[src/rtl/if_fetch.sv]
// Instruction-fetch stage controller: owns the PC, issues single-outstanding
// fetches to a variable-latency memory and presents instr / PC+4 to IF/ID.
module if_fetch #(
  parameter logic [31:0] RESET_PC = 32'h0000_0000
) (
  input  logic        clk,
  input  logic        reset,
  output logic        imem_req,
  output logic [31:0] imem_addr,
  input  logic        imem_rvalid,
  input  logic [31:0] imem_rdata,
  input  logic        stall,
  input  logic        redirect,
  input  logic [31:0] redirect_pc,
  output logic [31:0] if_instr,
  output logic [31:0] if_pc4,
  output logic        if_valid,
  output logic [1:0]  dbg_state
);

  // Memory handshake: imem_req is a one-cycle pulse the memory always accepts;
  // exactly one imem_rvalid pulse answers each request, at least one cycle later.
  typedef enum logic [1:0] {
    S_REQ  = 2'd0,
    S_WAIT = 2'd1,
    S_HOLD = 2'd2,
    S_DROP = 2'd3
  } state_e;

  state_e      state_q, state_d;
  logic [31:0] pc_q, pc_d;
  logic [31:0] instr_q, instr_d;
  logic [31:0] pc4_q, pc4_d;
  logic        valid_q, valid_d;
  logic [31:0] target;

  assign target = {redirect_pc[31:2], 2'b00};

  always_ff @(posedge clk or negedge reset) begin
    if (!reset) begin
      state_q <= S_REQ;
      pc_q    <= RESET_PC;
      instr_q <= 32'h0;
      pc4_q   <= 32'h0;
      valid_q <= 1'b0;
    end else begin
      state_q <= state_d;
      pc_q    <= pc_d;
      instr_q <= instr_d;
      pc4_q   <= pc4_d;
      valid_q <= valid_d;
    end
  end

  always_comb begin
    state_d = state_q;
    case (state_q)
      S_REQ:  if (!redirect) state_d = S_WAIT;
      S_WAIT: begin
        if (redirect)         state_d = imem_rvalid ? S_REQ : S_DROP;
        else if (imem_rvalid) state_d = S_HOLD;
      end
      S_HOLD: if (redirect || !stall) state_d = S_REQ;
      S_DROP: if (imem_rvalid) state_d = S_REQ;
      default: state_d = S_REQ;
    endcase
  end

  always_comb begin
    pc_d    = pc_q;
    instr_d = instr_q;
    pc4_d   = pc4_q;
    valid_d = valid_q;
    if (redirect) pc_d = target;
    case (state_q)
      S_WAIT: begin
        if (!redirect && imem_rvalid) begin
          instr_d = imem_rdata;
          pc4_d   = pc_q + 32'd4;
          valid_d = 1'b1;
        end
      end
      S_HOLD: begin
        // Leaving HOLD either way presents a bubble; only a consume advances the PC.
        if (redirect || !stall) begin
          instr_d = 32'h0;
          pc4_d   = 32'h0;
          valid_d = 1'b0;
        end
        if (!redirect && !stall) pc_d = pc_q + 32'd4;
      end
      default: ;
    endcase
  end

  assign imem_req  = (state_q == S_REQ) && !redirect && reset;
  assign imem_addr = pc_q;
  assign if_instr  = instr_q;
  assign if_pc4    = pc4_q;
  assign if_valid  = valid_q;
  assign dbg_state = state_q;

endmodule
[config.mk]
export PLATFORM = sky130hd
export DESIGN_NAME = if_fetch
export DESIGN_NICKNAME = d
export VERILOG_FILES = /design/src/rtl/if_fetch.sv
export SDC_FILE = /design/constraint.sdc
export NUM_CORES = 1
export LEC_CHECK = 0
export ABC_AREA = 1
export BUFFER_PORTS_ARGS = -buffer_cell sky130_fd_sc_hd__buf_4
export CAP_MARGIN = 20
export CORE_ASPECT_RATIO = 1.5
export CORE_UTILIZATION = 51
export DETAILED_ROUTE_END_ITERATION = 8
export GPL_ROUTABILITY_DRIVEN = 1
export PLACE_DENSITY = 0.9
export SLEW_MARGIN = 0
export SYNTH_ARGS = -nofsm -noshare
export SYNTH_HDL_FRONTEND = slang
export SYNTH_SLANG_ARGS = --single-unit
[constraint.sdc]
create_clock -name clk -period 1.7 [get_ports clk]
set_input_delay 0.34 -clock clk [delete_from_list [all_inputs] [get_ports clk]]
set_output_delay 0.34 -clock clk [all_outputs]
set_load 0.05 [all_outputs]
**After elaboration in Yosys (flattened, before gate mapping)**

Cells that the tools add are included.

- Register bits after elaboration: 99
- Output and inout bits: 100

- Equality and inequality tests: 8
- $add $sub $neg: 1
- Mux-type cells: 18
- Reductions and logical operators: 11

Operators with widths:

| kind | number |
|---|---|
| 32-bit two-way mux | 6 |
| 32-bit one-hot mux with 2 select lines | 2 |
| 32-bit by 3-bit adder with 32-bit output, second input constant | 1 |
| 2-bit two-way mux | 6 |
| 2-bit inequality test, second input constant | 4 |
| 2-bit one-hot mux with 4 select lines | 1 |
| 2-bit equality test, second input constant | 2 |
| 1-bit logical AND | 4 |
| 4-bit AND reduction | 1 |
| 3-bit inequality test, second input constant | 1 |
| 3-bit AND reduction | 1 |
| 2-bit by 1-bit equality test with 1-bit output, second input constant | 1 |
| 1-bit zero test | 2 |
| 2-bit zero test | 1 |
| 1-bit two-way mux | 2 |
| 1-bit one-hot mux with 2 select lines | 1 |
| 2-bit nonzero test | 1 |
| 1-bit logical OR | 1 |

**Longest topological paths before layout**

- Depth after elaboration: 4
- Mapped depth: 10
- Depth with buffers taken out: 10

**Least setup slack after synthesis**

OpenSTA, ideal clock, no wires.

- Path type: input to output
- From: input redirect
- To: output imem_req
- Stages on the path: 6
- Required time: 1.360 ns
- Setup slack: -0.264 ns
- Path buffers: 3
- Arrival time: 1.624 ns
- Cell sequence: buf_4 -> inv_1 -> buf_4 -> buf_2 -> nand2_1 -> nor2_1

- Longest elaborated chain between the ends: 3

Ends and longest elaborated chain:

| what | line | text |
|---|---|---|
| start: declaration | 13 | `input logic redirect,` |
| 1-bit zero test | 96 | `assign imem_req = (state_q == S_REQ) && !redirect && reset;` |
| 1-bit logical AND (2 in series) | 96 |  |
| end: declaration | 8 | `output logic imem_req,` |

Every way passes these cells.

**Final worst setup path**

- From: register state_q[0], in the netlist dbg_state[0]
- To: output imem_req

- Longest elaborated chain between the ends: 3

Ends and longest elaborated chain:

| what | line | text |
|---|---|---|
| start: declaration | 30 | `state_e state_q, state_d;` |
| start signal: assignment | 47 | `state_q <= state_d;` |
| 2-bit zero test | 96 |  |
| 1-bit logical AND (2 in series) | 96 |  |

Every way passes these cells.

==> summary.txt <==
First-pass GRT wire length: 22100 microns
Area Overhead vs Synth: 34.8%
R2R depth: 8
Arrival time at the worst endpoint: 1300 ps
Largest net degree at the start of global routing: 100
Static Leak: 3.70 nW
Slew @ Worst Pin: 536 ps
Post-synth cell types: 28
Cell accounting for the most synthesized area: dfrtp_1
Syn_area_per_cell: 7.60 sq um
H-tree depth: 3
Mux contribution to synthesized area: 0%
Worst Setup End Kind: primary output
Hpwl dp: 10200 microns
Number of buffers added on ports: 166
FF+latch count, synth: 99
Post-Syn Area: 4990 sq um
PwrDens: 1810 nW/um^2
Synth Area in Adders: 0.251%
CP Cell Sequence: nor2_1 > inv_1 > nor2_2 > buf_4
Setup_tns: 0 ps
Ranking of synthesized cells by area: dfrtp_1, nand2_1, inv_1, nand3_1, nor2_1
Max Clock Skew: 5.34 ps
Initial antenna violation count: 0
Fin util: 71.9%
Setup-failing EPs final: 0
Final ANT Viol Nets: 0
Power Total: 0.0122 W
Initial Utilization: 53.3%
Io pins: 169
Std cell rows: 43
Synth cell count leaders: nand2_1, dfrtp_1, inv_1
R2R Setup Slk: 70 ps
Post-synth top area share: 49.6%
Tightest Hold Check Type: primary input to asynchronous set/reset pin
Max cap viols: 0
Drt drc: 0
Synth Area in Compound Gates: 6.74%
Antenna diode count: 0
Cts hold-fix bufs: 0
CTS tree: built
Critical Path Stages: 4
DIE WIDTH: 82.8 microns
VDD IR max: 1.44 mV
Nets@finish: 896
Post-synth EDFFs: 0
Detailed Route WL: 13900 microns
Most common cell in the synthesized netlist: nand2_1
Wire per inst: 14.8 microns
DIE AREA: 10200 sq um
Drt pass-1 iters: 4
Worst-path clk slew: 70 ps
Area of the multi-input gates: 2090 sq um
Hold Vio Cnt, Final: 0
Final Max Tran Viols: 0
Xor/xnor share of the synthesized area: 1.58%
CP max FO: 6
Register area: 2480 sq um
Slowest stage delay, CP: 460 ps
Fin crit share: 96.4%
Status: completed
Root buffer cell: clkbuf_16
Fillers: 762
Post-CTS Setup Inserts: 0
Syn Inst Count: 657
Crit path time final: 1640 ps
Drt via density: 5.12
Initial DRC Count: 302
Crit path required time: 1360 ps
Synth async-reset ratio: 100%
Vias: 4831
Placed Area: 6360 sq um
Clk buf depth: 2
Global router's overall resource usage: 28.6%
Worst Hold Slack: 37.1 ps
Worst Path Buf+Inv: 2
Grt ovf: 0
CTS Buf Count: 9
Relative slew slack: 64.2%
Fraction of layout cells with a size suffix above 1: 28.4%
Resized Gates After CTS: 0
Final GP Congestion: 0.887
Sequential-to-total area share from yosys stat: 49.6%
CP max-delay cell: dfrtp_2
Clock Sink Count: 99
Peak Freq: 610 MHz
Syn_nets: 727
Vias in the first global route: 4738
Design Area, Final: 6730 sq um
Crit path kind: flip-flop to primary output
Largest family of logic cells by synthesized area: simple AND/OR/NAND/NOR gates
Yosys Warn Count: 0
RSZ-0062 raised after global routing: true
Worst skew pair latency: 340 ps
Die height: 123 microns
Startpoint Class: flip-flop
CP top delay family: flip-flops
Post-synthesis simple-gate area fraction: 32.7%
Post-synth top flop: dfrtp_1
Core box area: 9360 sq um
[state kept, by name (all words and copies together) (netlist names)]
signal	cells
if_valid	1
imem_addr	32
if_pc4	32
if_instr	32
dbg_state	2
[area by class of cell]
class	instances	share of cell area, %
Inverter	75	4.18
Multi-Input combinational cell	461	31.0
Sequential cell	99	36.9
Clock buffer	9	3.35
Tap cell	112	2.08
Clock inverter	7	1.82
Timing Repair Buffer	180	20.6
[per-stage QoR]
step / setup slack [ps] / instances
6_report: 60.8 / 943
3_5_place_dp: 67.7 / 927
5_1_grt: -11.7 / 943
2_1_floorplan: -53.6 / 657
4_1_cts: 28.1 / 943
3_3_place_gp: 125 / 927
[power breakdown]
group / leakage, nW / total [W] / internal, W / switching, W
Sequential: 1.24 / 0.00370 / 0.00313 / 0.000578
Clock: 0.168 / 0.00238 / 0.00145 / 0.000925
Combinational: 2.29 / 0.00608 / 0.00173 / 0.00435
Total: 3.70 / 0.0122 / 0.00631 / 0.00585
[kinds of logic (layout without fill, tap and decap cells)]
| logic type | after synthesis | count (layout) |
|---|---|---|
| xor gates and xnor gates | 9 | 9 |
| adders and majority gates | 1 | 1 |
| buffers and inverters | 97 | 271 |
| DFF | 99 | 99 |
| and+or+nand+nor | 393 | 393 |
| AOI/OAI and AO/OA | 58 | 58 |
[per-layer routing]
metal	vias to the layer above	GRT usage [%]	wire, microns
met5	-	0	0
met4	0	14.8	590
met3	45	4.94	885
met2	182	49.0	7230
met1	2242	33.4	5220
li1	2362	-	-
[cells in the final DEF, fill, tap and decap left out, drive strengths merged]
cell type  netlist  routed
nand2          289     289
buf             21     180
dfrtp           99      99
inv             75      77
nor2            47      47
nand3           37      37
o21ai           31      31
o22ai           15      15
or2             10      10
xor2             9       9
clkbuf           1       9
and2             6       6
nand3b           4       4
a22oi            4       4
a21oi            4       4
o211ai           4       4
bufinv           0       3
ha               1       1
clkinv           0       1
clkinvlp         0       1
[final timing paths]
kind	from	to
worst min register to register	if_instr[30]$_DFFE_PN0P_	if_instr[30]$_DFFE_PN0P_
worst max-delay path	dbg_state[0]$_DFFE_PN0P_	imem_req
worst max register to register	imem_addr[3]$_DFF_PN0_	if_pc4[14]$_DFFE_PN0P_
max in group asynchronous	reset	imem_addr[4]$_DFF_PN0_
min in group clk	imem_rdata[7]	if_instr[7]$_DFFE_PN0P_
worst min-delay path	reset	if_pc4[8]$_DFFE_PN0P_
(Power assumes the default switching activity.)
